**src/rtl/ram_arbiter.sv**
```systemverilog
// ram_arbiter: shares the single data RAM between the sequence controller and the I/O port block.
// Optional build macro ARB_ROUND_ROBIN_EN: simultaneous requests alternate by last owner.
module ram_arbiter #(
    parameter int unsigned AW            = 7,
    parameter int unsigned ACCESS_CYCLES = 2,
    parameter int unsigned MAX_WAIT      = 4
) (
    input  logic          CLK,
    input  logic          RST,
    input  logic          SEQ_REQ,
    input  logic          SEQ_WE,
    input  logic [AW-1:0] SEQ_ADDR,
    output logic          SEQ_GNT,
    output logic          SEQ_DONE,
    input  logic          PORT_REQ,
    input  logic          PORT_WE,
    input  logic [AW-1:0] PORT_ADDR,
    output logic          PORT_GNT,
    output logic          PORT_DONE,
    output logic [AW-1:0] RAM_ADDR,
    output logic          RAM_CS,
    output logic          RAM_OE,
    output logic          RAM_WE,
    output logic          RDR_EN,
    output logic          BUSY
);

    localparam int unsigned CW = 4;
    localparam int unsigned WW = 8;
    localparam logic [CW-1:0] CNT_LOAD = CW'(ACCESS_CYCLES - 1);
    localparam logic [WW-1:0] WAIT_LIM = WW'(MAX_WAIT);
    localparam logic          OWN_SEQ  = 1'b0;
    localparam logic          OWN_PORT = 1'b1;

    typedef enum logic [1:0] {
        ST_IDLE   = 2'd0,
        ST_ACCESS = 2'd1,
        ST_DONE   = 2'd2
    } state_t;

    state_t        state_q, state_d;
    logic [CW-1:0] cnt_q, cnt_d;
    logic [WW-1:0] wait_q, wait_d;
    logic          last_q, last_d;
    logic          owner_q, owner_d;
    logic          we_q, we_d;
    logic [AW-1:0] addr_q, addr_d;
    logic          seq_gnt_q, seq_gnt_d;
    logic          seq_done_q, seq_done_d;
    logic          port_gnt_q, port_gnt_d;
    logic          port_done_q, port_done_d;
    logic          cs_q, cs_d;
    logic          oe_q, oe_d;
    logic          ram_we_q, ram_we_d;
    logic          rdr_en_q, rdr_en_d;
    logic          busy_q, busy_d;

    logic          any_req;
    logic          both_req;
    logic          starve;
    logic          pick_port;
    logic          we_sel;
    logic [AW-1:0] addr_sel;
    logic          grant_port;

    // Arbitration decision; only consumed while in IDLE.
    assign any_req  = SEQ_REQ | PORT_REQ;
    assign both_req = SEQ_REQ & PORT_REQ;
    assign starve   = PORT_REQ & (wait_q >= WAIT_LIM);
`ifdef ARB_ROUND_ROBIN_EN
    assign pick_port = starve | (both_req ? (last_q == OWN_SEQ) : ~SEQ_REQ);
`else
    assign pick_port = starve | ~SEQ_REQ;
`endif
    assign we_sel   = pick_port ? PORT_WE   : SEQ_WE;
    assign addr_sel = pick_port ? PORT_ADDR : SEQ_ADDR;

    // Next-state and registered-output decode.
    always_comb begin
        state_d     = state_q;
        cnt_d       = cnt_q;
        wait_d      = wait_q;
        last_d      = last_q;
        owner_d     = owner_q;
        we_d        = we_q;
        addr_d      = addr_q;
        seq_gnt_d   = 1'b0;
        seq_done_d  = 1'b0;
        port_gnt_d  = 1'b0;
        port_done_d = 1'b0;
        cs_d        = 1'b0;
        oe_d        = 1'b0;
        ram_we_d    = 1'b0;
        rdr_en_d    = 1'b0;
        busy_d      = 1'b0;
        grant_port  = 1'b0;

        unique case (state_q)
            ST_IDLE: begin
                if (any_req) begin
                    state_d    = ST_ACCESS;
                    owner_d    = pick_port;
                    we_d       = we_sel;
                    addr_d     = addr_sel;
                    cnt_d      = CNT_LOAD;
                    grant_port = pick_port;
                    seq_gnt_d  = ~pick_port;
                    port_gnt_d = pick_port;
                    cs_d       = 1'b1;
                    oe_d       = ~we_sel;
                    ram_we_d   = we_sel;
                    rdr_en_d   = ~we_sel & (CNT_LOAD == '0);
                end
            end
            ST_ACCESS: begin
                if (cnt_q == '0) begin
                    state_d     = ST_DONE;
                    seq_done_d  = (owner_q == OWN_SEQ);
                    port_done_d = (owner_q == OWN_PORT);
                end else begin
                    cnt_d      = cnt_q - CW'(1);
                    seq_gnt_d  = (owner_q == OWN_SEQ);
                    port_gnt_d = (owner_q == OWN_PORT);
                    cs_d       = 1'b1;
                    oe_d       = ~we_q;
                    ram_we_d   = we_q;
                    // The cycle about to start is the final one of the access.
                    rdr_en_d   = ~we_q & (cnt_q == CW'(1));
                end
            end
            ST_DONE: begin
                state_d = ST_IDLE;
                last_d  = owner_q;
            end
            default: begin
                state_d = ST_IDLE;
            end
        endcase

        // Starvation counter: cleared on port grant, saturates otherwise.
        if (grant_port) begin
            wait_d = '0;
        end else if (PORT_REQ && !port_gnt_q && (wait_q != '1)) begin
            wait_d = wait_q + WW'(1);
        end

        busy_d = (state_d != ST_IDLE);
    end

    always_ff @(posedge CLK) begin
        if (RST) begin
            state_q     <= ST_IDLE;
            cnt_q       <= '0;
            wait_q      <= '0;
            last_q      <= OWN_PORT;
            owner_q     <= OWN_SEQ;
            we_q        <= 1'b0;
            addr_q      <= '0;
            seq_gnt_q   <= 1'b0;
            seq_done_q  <= 1'b0;
            port_gnt_q  <= 1'b0;
            port_done_q <= 1'b0;
            cs_q        <= 1'b0;
            oe_q        <= 1'b0;
            ram_we_q    <= 1'b0;
            rdr_en_q    <= 1'b0;
            busy_q      <= 1'b0;
        end else begin
            state_q     <= state_d;
            cnt_q       <= cnt_d;
            wait_q      <= wait_d;
            last_q      <= last_d;
            owner_q     <= owner_d;
            we_q        <= we_d;
            addr_q      <= addr_d;
            seq_gnt_q   <= seq_gnt_d;
            seq_done_q  <= seq_done_d;
            port_gnt_q  <= port_gnt_d;
            port_done_q <= port_done_d;
            cs_q        <= cs_d;
            oe_q        <= oe_d;
            ram_we_q    <= ram_we_d;
            rdr_en_q    <= rdr_en_d;
            busy_q      <= busy_d;
        end
    end

    assign SEQ_GNT   = seq_gnt_q;
    assign SEQ_DONE  = seq_done_q;
    assign PORT_GNT  = port_gnt_q;
    assign PORT_DONE = port_done_q;
    assign RAM_ADDR  = addr_q;
    assign RAM_CS    = cs_q;
    assign RAM_OE    = oe_q;
    assign RAM_WE    = ram_we_q;
    assign RDR_EN    = rdr_en_q;
    assign BUSY      = busy_q;

endmodule
```
**config.mk**
```make
export PLATFORM = sky130hd
export DESIGN_NAME = ram_arbiter
export DESIGN_NICKNAME = d
export VERILOG_FILES = /design/src/rtl/ram_arbiter.sv
export SDC_FILE = /design/constraint.sdc
export NUM_CORES = 1
export LEC_CHECK = 0
export CAP_MARGIN = 30
export CORE_MARGIN = 3
export CORE_UTILIZATION = 38
export CTS_BUF_LIST = sky130_fd_sc_hd__clkbuf_16
export CTS_CLUSTER_DIAMETER = 120
export CTS_CLUSTER_SIZE = 10
export DETAILED_ROUTE_END_ITERATION = 8
export PLACE_DENSITY_LB_ADDON = 0.2
export SYNTH_ARGS = -nofsm -noshare
export SYNTH_HDL_FRONTEND = slang
export SYNTH_SLANG_ARGS = --single-unit
```
**constraint.sdc**
```tcl
create_clock -name CLK -period 3.8 [get_ports CLK]
set_input_delay 0.38 -clock CLK [delete_from_list [all_inputs] [get_ports CLK]]
set_output_delay 0.38 -clock CLK [all_outputs]
set_load 0.01 [all_outputs]
```
# Yosys cells after proc, flatten, opt, wreduce, memory -nomap -nowiden
# Cells that the tools add are included.
# word_totals
reg_bits	32
inputBits	20
out_inout_bits	16
# op_classes
add_sub_neg	2
order_cmp	1
eq_ne	5
muxes	24
n_bitwise	11
n_reduce_logical	12
# op_table
operator	count
1-bit two-way mux	12
1-bit one-hot mux with 2 select lines	5
8-bit by 1-bit adder with 8-bit output (second input constant)	1
8-bit by 3-bit >= comparator with 1-bit output (second input constant)	1
4-bit two-way mux	2
8-bit != test (second input constant)	1
4-bit one-hot mux with 2 select lines	1
7-bit two-way mux	1
1-bit inverter	7
3-bit OR reduction	2
4-bit by 1-bit == test with 1-bit output (second input constant)	1
4-bit zero test	1
2-bit two-way mux	2
2-bit != test (second input constant)	2
2-bit one-hot mux with 2 select lines	1
2-bit nonzero test	2
4-bit by 1-bit subtractor with 4-bit output (second input constant)	1
3-bit AND reduction	1
1-bit bitwise AND	2
2-bit by 1-bit == test with 1-bit output (second input constant)	1
1-bit logical AND	2
2-bit zero test	1
1-bit bitwise OR	2
2-bit AND reduction	1
2 further kinds	2

# Depth between registers and ports, before layout
# Gate-level depths: netlist of the first run.
# depth
depth_word	7
ltp_mapped	6
depth_no_buf	6

# Worst setup path after synthesis of the first run
# Ideal clock, no wire load.
# synth_timing
kind	register -> register
start	register cnt_q[0]
end	register oe_q, in the netlist RAM_OE
setup_time_ns	0.122
t_arrival_ns	1.481
setup_slack_ns	2.197
path_stages_with_launch	7
period_less_slack_ns	1.603
path_cell_list	dfxtp_1 > inv_1 > ha_1 > or3b_1 > nand2_1 > nor2_1 > a221o_1
# synth_via
elab_chain_cells	3
# synth_lines
element	line	text
start: declaration	42	logic [CW-1:0] cnt_q, cnt_d;
start signal: assignment	170	cnt_q <= cnt_d;
4-bit zero test	116	if (cnt_q == '0) begin
1-bit two-way mux	116	
1-bit one-hot mux with 2 select lines	98	unique case (state_q)
end signal: assignment	164	oe_q <= 1'b0;
end signal: assignment	181	oe_q <= oe_d;
end: declaration	53	logic oe_q, oe_d;
# No other way between the ends.
# A chain may end at the register's enable or synchronous reset.

# Worst setup path in the final report of the first run
# layout_timing
start	input SEQ_REQ
end	register ram_we_q, in the netlist RAM_WE
# layout_via
elab_chain_cells	5
# layout_lines
element	line	text
start: declaration	10	input logic SEQ_REQ,
1-bit inverter	73	assign pick_port = starve | ~SEQ_REQ;
1-bit bitwise OR	73	
1-bit two-way mux	75	assign we_sel = pick_port ? PORT_WE : SEQ_WE;
1-bit two-way mux *	100	if (any_req) begin
1-bit one-hot mux with 2 select lines *	98	
end signal: assignment	182	ram_we_q <= ram_we_d;
end: declaration	54	logic ram_we_q, ram_we_d;
# Every way passes the cells marked *; elsewhere a longest branch is shown, timed or not.

==> results of run 1 <==
==> routing by layer <==
| metal | global-route usage [%] | vias up |
|---|---|---|
| met1 | 20.5 | 623 |
| met5 | 0 | - |
| met2 | 27.8 | 26 |
| li1 | - | 663 |
| met3 | 5.09 | 7 |
| met4 | 7.69 | 0 |
==> sequential cells by signal, summed over array words and instances (netlist names), 2 cells and up <==
name / count
cnt_q: 4
RAM_ADDR: 7
state_q: 2
wait_q: 8
==> worst max-delay path: stages <==
cell,delay [ns]
clkdlybuf4s50_1,0.47
nor4b_2,0.20
a21oi_2,0.77
mux2i_1,0.32
o22ai_1,0.13
==> cell families after synthesis <==
kind of cell | Yosys count | share of synthesized area (%)
compound gates | 33 | 19.0
xor+xnor | 4 | 2.39
fa+ha+maj | 5 | 4.27
buf+inv | 12 | 3.76
flops | 32 | 43.8
mux | 2 | 1.37
simple gates | 73 | 25.5
==> metrics by stage <==
step | power, mW | utilization (%) | std cells | setup WS, ns | area (µm²)
6_report | 0.960 | 56.7 | 247 | 1.67 | 2000
5_1_grt | 1.01 | 56.7 | 247 | 1.49 | 2000
4_1_cts | 0.970 | 56.7 | 247 | 1.69 | 2000
3_5_place_dp | 0.597 | 52.8 | 239 | 1.43 | 1860
3_3_place_gp | 0.592 | 52.8 | 239 | 1.48 | 1860
2_1_floorplan | 0.509 | - | 161 | 2.20 | 1460
==> layout make-up <==
type | count | area [µm²] | area share, %
tap | 46 | 57.6 | 2.88
multi-input combinational | 117 | 768 | 38.5
clock buffer | 5 | 125 | 6.27
clock inverter | 3 | 13.8 | 0.689
sequential | 32 | 641 | 32.1
timing repair buffer | 37 | 365 | 18.3
inverter | 7 | 26.3 | 1.32
==> final timing paths <==
path                            startpoint        to  slack, ns  depth (start not counted)
worst max register to register   wait_q[5]    RAM_WE       1.94                          4
worst min-delay path               owner_q  SEQ_DONE       0.48                          1
worst min register to register     owner_q  SEQ_DONE       0.48                          1
worst max-delay path               SEQ_REQ    RAM_WE       1.67                          5
==> Yosys cell counts (2+ instances only) <==
cell | n | share of area, %
a2111oi_2 | 7 | 7.2
a211oi_1 | 2 | 1.0
a21oi_1 | 6 | 2.1
and2_1 | 2 | 0.85
buf_2 | 2 | 0.68
clkbuf_1 | 2 | 0.51
dfxtp_1 | 32 | 44
ha_1 | 5 | 4.3
inv_1 | 7 | 1.8
mux2i_1 | 2 | 1.4
nand2_1 | 8 | 2.1
nand3_1 | 7 | 2.4
nor2_1 | 29 | 7.4
nor2b_1 | 3 | 1.3
nor3_1 | 11 | 3.8
o21ai_0 | 3 | 1.0
o21ai_1 | 2 | 0.68
o22ai_1 | 2 | 0.85
o31ai_1 | 3 | 1.5
or4_1 | 2 | 1.0
xor2_1 | 3 | 1.8
==> where the power goes <==
group | leakage (nW) | total [mW] | internal (mW) | switching, mW
logic | 0.401 | 0.202 | 0.0987 | 0.104
clock network | 0.0710 | 0.370 | 0.237 | 0.133
registers | 0.263 | 0.387 | 0.368 | 0.0197
total | 0.734 | 0.960 | 0.703 | 0.256
==> out/qor.csv, run 1 <==
stage,metric,value,unit
clock_network,clock_path_buffers,2,
yosys,synth_area,1460,µm²
die,core,3520,µm²
placement,dp_hpwl,2480,µm
yosys,yosys_warnings,0,
final_layout,final_nets,225,
timing,fin_crit_sh,55.9,%
clock_network,htreeDepth,2,
final_layout,layout_common_cells,"35 x clkdlybuf4s50_1, 32 x dfxtp_1, 29 x nor2_1, 11 x nor3_1, 8 x nand2_1",
drt,drt-met1-wl,1470,µm
die,start_util,41.6,%
timing,setup_viol,0,
critical_path,start_kind,primary input,
timing,worst_clock_skew,0.00454,ns
power_and_ir_drop,leakagePower,0.734,nW
die,dieHeight,68.1,µm
die,ios,36,
critical_path,worstPathMaxFanout,18,
drt,routedWlPerCell,13.7,µm
timing,max_freq,0.470,GHz
clock_network,clkLatencyLatePin,0.27,ns
worst_hold_path,hold_path_class,flop to flop,
clock_network,clkTransAtPathRegs,0.05,ns
clock_network,cts-buffers-inserted,5,
timing,timing.hold.ws,0.480,ns
flow_run,drv_cap,0,
yosys,netlist-cell-type-count,42,
run_status,status,completed,
yosys,syn_avg_cell_area,9.09,µm²
clock_network,cts_sinks,32,
grt,antenna_found_initial,0,
placement,io_buffer_count,35,
power_and_ir_drop,powerDensity,481,nW/µm²
drt,antenna_left,0,
grt,grt_pass1_vias,1286,
drt,dr_wl_met3,138,µm
yosys,ys_seq_elements,32,
yosys,syn-num-nets,186,
timing,setup_tns,0,ns
yosys,synthFlopType,dfxtp_1,
final_layout,diodes,0,
yosys,synth_edf_count,0,
critical_path,worstPathRequired,3.95,ns
yosys,async_flop_share,0,%
grt,overflow,0,
critical_path,critPathArrivalTime,2.27,ns
final_layout,syn_to_final_growth,36.4,%
drt,via_count,1319,
drt,routed_wl,3380,µm
clock_network,root_buffer,clkbuf_16,
final_layout,layout_commonest_cell,clkdlybuf4s50_1,
timing,min_period,2.13,ns
drt,drt-initial-drc-count,89,
drt,via_per_inst,5.34,
die,die_x,68.1,µm
timing,rsz0062_at_grt,false,
drt,drtPass1Iterations,4,
critical_path,cp-end-kind,flop,
yosys,synthCells,161,
timing,final_max_slew_viol_count,0,
grt,grt_max_degree,21,
die,rows,21,
power_and_ir_drop,peakVddDrop,0.274,mV
clock_network,postCtsSetupBuffers,0,
timing,hold_viol,0,
die,die_area,4630,µm²
drt,highest_layer,met4,
yosys,ys_seq_area_share,43.8,%
grt,grt_pass1_wl,5800,µm
final_layout,drive_above_1_share,9.95,%
timing,tightest_slew,0.963,ns
drt,dr_wl_met2,1710,µm
critical_path,worstSetupPathType,primary input to flop,
clock_network,cts_tree,yes,
clock_network,cts_resized,0,
timing,slew_headroom,35.8,%
final_layout,nFillCells,318,
placement,routabilityCongestion,0.801,
drt,drc_errors,0,
clock_network,cts_hold_buf,0,
grt,grtUsageTotal,17.0,%
No activity file was read; power rests on OpenSTA's default activity.
==> inputs of run 2 (changes only) <==
==> constraint.sdc (replaced) <==
create_clock -name CLK -period 1.8 [get_ports CLK]
set_input_delay 0.18 -clock CLK [delete_from_list [all_inputs] [get_ports CLK]]
set_output_delay 0.18 -clock CLK [all_outputs]
set_load 0.01 [all_outputs]
==> out/qor.csv, run 2 (synthesized netlist as in run 1, its figures left out) <==
stage,metric,value,unit
timing,slew_headroom,68.6,%
die,ios,36,
grt,busiest_layer,met2,
final_layout,diodes,0,
grt,grt_pass1_vias,1328,
final_layout,drive_above_1_share,13.0,%
placement,dp.cells,246,
final_layout,stdcell_count,254,
grt,met2_usage,27.9,%
final_layout,layout_common_cells,"35 x clkdlybuf4s50_1, 32 x dfxtp_1, 29 x nor2_1, 11 x nor3_1",
drt,antenna_left,0,
timing,setup_slack,0.122,ns
grt,overflow,0,
drt,via_per_inst,5.37,
timing,worst_clock_skew,0.00456,ns
die,dieHeight,68.1,µm
final_layout,final_nets,232,
final_layout,multi_input_area,768,µm²
timing,tightest_slew,0.470,ns
power_and_ir_drop,peakVddDrop,0.511,mV
die,die_area,4630,µm²
timing,min_period,1.68,ns
grt,grt_use_met1,20.7,%
critical_path,worstPathRequired,1.97,ns
drt,drt-initial-drc-count,111,
die,rows,21,
grt,grt_pass1_wl,5910,µm
grt,grt_max_degree,20,
drt,routedWlPerCell,13.6,µm
run_status,status,completed,
clock_network,root_buffer,clkbuf_16,
die,start_util,41.6,%
timing,rsz0062_at_grt,false,
clock_network,cts-buffers-inserted,5,
die,core,3520,µm²
clock_network,clkTransAtPathRegs,0.05,ns
drt,drc_errors,0,
final_layout,layout_commonest_cell,clkdlybuf4s50_1,
grt,antenna_found_initial,0,
timing,fin_crit_sh,93.2,%
critical_path,critPathArrivalTime,1.84,ns
power_and_ir_drop,powerDensity,1070,nW/µm²
clock_network,cts_tree,yes,
drt,via_count,1364,
placement,io_buffer_count,35,
critical_path,cp-end-kind,flop,
placement,dp_hpwl,2570,µm
worst_hold_path,hold_path_class,flop to flop,
final_layout,syn_to_final_growth,42.6,%
grt,grtUsageTotal,17.5,%
clock_network,cts_hold_buf,0,
critical_path,start_kind,flop,
clock_network,postCtsSetupBuffers,0,
clock_network,clock_path_buffers,2,
grt,met3_usage,6.90,%
clock_network,cts_sinks,32,
placement,routabilityCongestion,0.878,
power_and_ir_drop,leakagePower,0.786,nW
timing,timing.hold.ws,0.489,ns
placement,dp_worst_setup_slack,-0.00152,ns
final_layout,largest_reg_flops,8,
die,die_x,68.1,µm
clock_network,htreeDepth,2,
clock_network,clkLatencyLatePin,0.28,ns
flow_run,drv_cap,0,
timing,max_freq,0.596,GHz
final_layout,nFillCells,322,
critical_path,worstPathMaxFanout,5,
final_layout,regMostFlops,wait_q,
timing,final_max_slew_viol_count,0,
timing,setup_viol,0,
drt,drtPass1Iterations,4,
critical_path,worstSetupPathType,flop to flop,
drt,routed_wl,3460,µm
timing,hold_viol,0,
final_layout,regArea,641,µm²
clock_network,cts_resized,0,
## run 2: changes by cell type in the layout (fill, tap and decap cells not counted)
cell and change:
buf_4 +6, buf_12 +1, clkinv_2 -1, inv_1 +1
clkinv_1 -1, bufinv_16 +1
## run 2: through the flow
stage / setup TNS (ns) / power, mW / area, µm² / util [%]
6_report: 0 / 2.22 / 2090 / 59.3
5_1_grt: 0 / 2.32 / 2090 / 59.3
4_1_cts: 0 / 2.24 / 2090 / 59.3
3_5_place_dp: -0.00152 / 1.30 / 1920 / 54.6
3_3_place_gp: 0 / 1.29 / 1920 / 54.6
2_1_floorplan: 0 / 1.07 / 1460 / -
## run 2: worst max-delay path, cell delays in order, from the launching register on
cell     delay, ns
dfxtp_1       0.33
inv_1         0.12
ha_1          0.20
or3b_1        0.43
nand2_1       0.12
nor2_1        0.05
a221o_1       0.33
## run 2: routing by layer
layer	wire, µm	share of wire, %	vias to the layer above
li1	-	-	676
met1	1510	44	639
met2	1690	49	39
met3	183	5.3	10
met4	86	2.5	0
met5	0	0	-
## run 2: layout make-up
class / instances / share of cell area, %
clock inverters: 3 / 1.86
clock buffers: 5 / 6.00
inverters: 7 / 1.26
multi-input cells: 117 / 36.8
flip-flops and latches: 32 / 30.7
well taps: 46 / 2.76
repair buffers: 44 / 20.6
## run 2: power breakdown
| group | total, mW | leakage [nW] | switching (mW) | internal, mW |
|---|---|---|---|---|
| clock | 0.937 | 0.0850 | 0.293 | 0.644 |
| combinational | 0.471 | 0.439 | 0.227 | 0.244 |
| sequential | 0.816 | 0.263 | 0.0398 | 0.776 |
## run 2: final timing paths
path             from  slack (ns)        to  cells after the start
min reg2reg   owner_q        0.49  SEQ_DONE                      1
max          cnt_q[0]        0.12    RAM_OE                      6
min           owner_q        0.49  SEQ_DONE                      1
max reg2reg  cnt_q[0]        0.12    RAM_OE                      6
==> inputs of run 3 (changes only) <==
--- a/config.mk
+++ b/config.mk
@@ -7,7 +7,7 @@
 export LEC_CHECK = 0
 export CAP_MARGIN = 30
 export CORE_MARGIN = 3
-export CORE_UTILIZATION = 38
+export CORE_UTILIZATION = 43
 export CTS_BUF_LIST = sky130_fd_sc_hd__clkbuf_16
 export CTS_CLUSTER_DIAMETER = 120
 export CTS_CLUSTER_SIZE = 10
==> out/qor.csv, run 3 (synthesized netlist as in run 1, its figures left out) <==
stage,metric,value,unit
run_status,status,completed,
timing,final_max_slew_viol_count,0,
critical_path,critPathArrivalTime,1.83,ns
critical_path,start_kind,flop,
clock_network,postCtsSetupBuffers,0,
final_layout,drive_above_1_share,15.8,%
drt,routed_wl,3640,µm
clock_network,clock_path_buffers,2,
final_layout,final_nets,239,
grt,grt_max_degree,20,
power_and_ir_drop,powerDensity,975,nW/µm²
final_layout,diodes,0,
grt,overflow,0,
power_and_ir_drop,leakagePower,0.808,nW
final_layout,multi_input_area,782,µm²
critical_path,crit_slowest_cell,or3b_4,
timing,min_period,1.66,ns
timing,worst_clock_skew,0.00436,ns
clock_network,cts-buffers-inserted,5,
critical_path,slowest_delay,0.42,ns
critical_path,worstSetupPathType,flop to flop,
placement,io_buffer_count,35,
placement,dp_hpwl,2740,µm
grt,grt_pass1_vias,1403,
grt,antenna_found_initial,0,
worst_hold_path,hold_path_class,flop to flop,
timing,rsz0062_at_grt,false,
final_layout,layout_common_cells,"35 x clkdlybuf4s50_1, 32 x dfxtp_1, 29 x nor2_1, 16 x buf_4, 11 x nor3_1",
power_and_ir_drop,fin_total_pwr,2.06,mW
clock_network,clkLatencyLatePin,0.28,ns
timing,slew_headroom,60.8,%
drt,via_count,1401,
grt,grtUsageTotal,19.0,%
timing,max_freq,0.603,GHz
final_layout,syn_to_final_growth,44.2,%
flow_run,drv_cap,0,
clock_network,clkTransAtPathRegs,0.05,ns
critical_path,worstPathRequired,1.97,ns
die,rows,20,
timing,setup_viol,0,
timing,fin_crit_sh,92.1,%
placement,routabilityCongestion,0.849,
final_layout,layout_commonest_cell,clkdlybuf4s50_1,
drt,routedWlPerCell,14.0,µm
die,dieHeight,64.3,µm
die,core,3150,µm²
die,die_x,64.3,µm
timing,tightest_slew,0.587,ns
final_layout,largest_reg_flops,8,
drt,drt-initial-drc-count,47,
clock_network,htreeDepth,2,
timing,hold_viol,0,
die,ios,36,
drt,via_per_inst,5.41,
power_and_ir_drop,peakVddDrop,0.604,mV
clock_network,root_buffer,clkbuf_16,
final_layout,regArea,641,µm²
drt,drc_errors,0,
clock_network,cts_sinks,32,
critical_path,worstPathMaxFanout,5,
drt,drtPass1Iterations,4,
grt,grt_pass1_wl,6090,µm
drt,antenna_left,0,
final_layout,regMostFlops,wait_q,
final_layout,nFillCells,271,
critical_path,cp-end-kind,flop,
die,start_util,46.4,%
critical_path,cp_cell_sequence,inv_1 -> ha_1 -> or3b_4 -> nand2_1 -> buf_4 -> o22ai_1 -> and2_1,
final_layout,finish.utilization,66.9,%
clock_network,cts_tree,yes,
die,die_area,4140,µm²
-- run 3: cell count changes in the layout (fill, tap and decap cells not counted) --
cell,previous run,this run
a21oi_4,0,1
or3b_1,1,0
or3b_4,0,1
a21oi_1,6,5
inv_1,8,9
buf_12,1,0
buf_4,8,16
bufinv_16,1,0
clkinv_2,1,0
clkinv_1,0,1
-- run 3: final cells by class --
type                    instances  area share, %
well taps                      44           2.61
clock inverters                 3          0.533
multi-input cells             117           37.0
flip-flops and latches         32           30.3
clock buffers                   5           5.93
repair buffers                 51           22.3
inverters                       7           1.24
-- run 3: where the power goes --
| group | internal [mW] | switching, mW | leakage (nW) | total (mW) |
|---|---|---|---|---|
| Combinational | 0.243 | 0.233 | 0.472 | 0.476 |
| Clock | 0.494 | 0.270 | 0.0738 | 0.765 |
| Sequential | 0.777 | 0.0399 | 0.263 | 0.817 |
| Total | 1.51 | 0.544 | 0.808 | 2.06 |
-- run 3: metrics by stage --
stage	hold WS [ns]	instance area, µm²	TNS, ns	setup WS (ns)	cells
global route	0.520	2110	0	0.0389	259
global placement	0.480	1960	-2.50	-0.255	251
detailed placement	0.478	1960	-3.46	-0.372	251
finish	0.505	2110	0	0.142	259
CTS	0.498	2100	0	0.117	259
floorplan	0.345	1460	0	0.197	161
-- run 3: routing by layer --
layer | vias up | routed length [µm] | GRT usage, %
li1 | 697 | - | -
met1 | 648 | 1500 | 20.3
met2 | 49 | 1770 | 33.1
met3 | 7 | 312 | 8.26
met4 | 0 | 52 | 6.33
met5 | - | 0 | 0
-- run 3: repair_timing --
item / in CTS / in global routing
setup endpoints to repair: 11 / 3
hold buffers: 0 / 0
resized for setup: 1 / 2
hold endpoints to repair: 0 / 0
-- run 3: critical path: cells and delay by family (launching register included) --
kind	cells	cell delay, ns
fa+ha+maj	1	0.19
flops	1	0.33
buf+inv	2	0.25
simple gates	3	0.71
compound gates	1	0.08
-- run 3: final timing paths --
kind / start / endpoint / slack, ns / depth (start not counted)
worst min register to register: we_q / RAM_WE / 0.51 / 2
worst max register to register: cnt_q[0] / SEQ_GNT / 0.14 / 7
worst max-delay path: cnt_q[0] / SEQ_GNT / 0.14 / 7
worst min-delay path: we_q / RAM_WE / 0.51 / 2
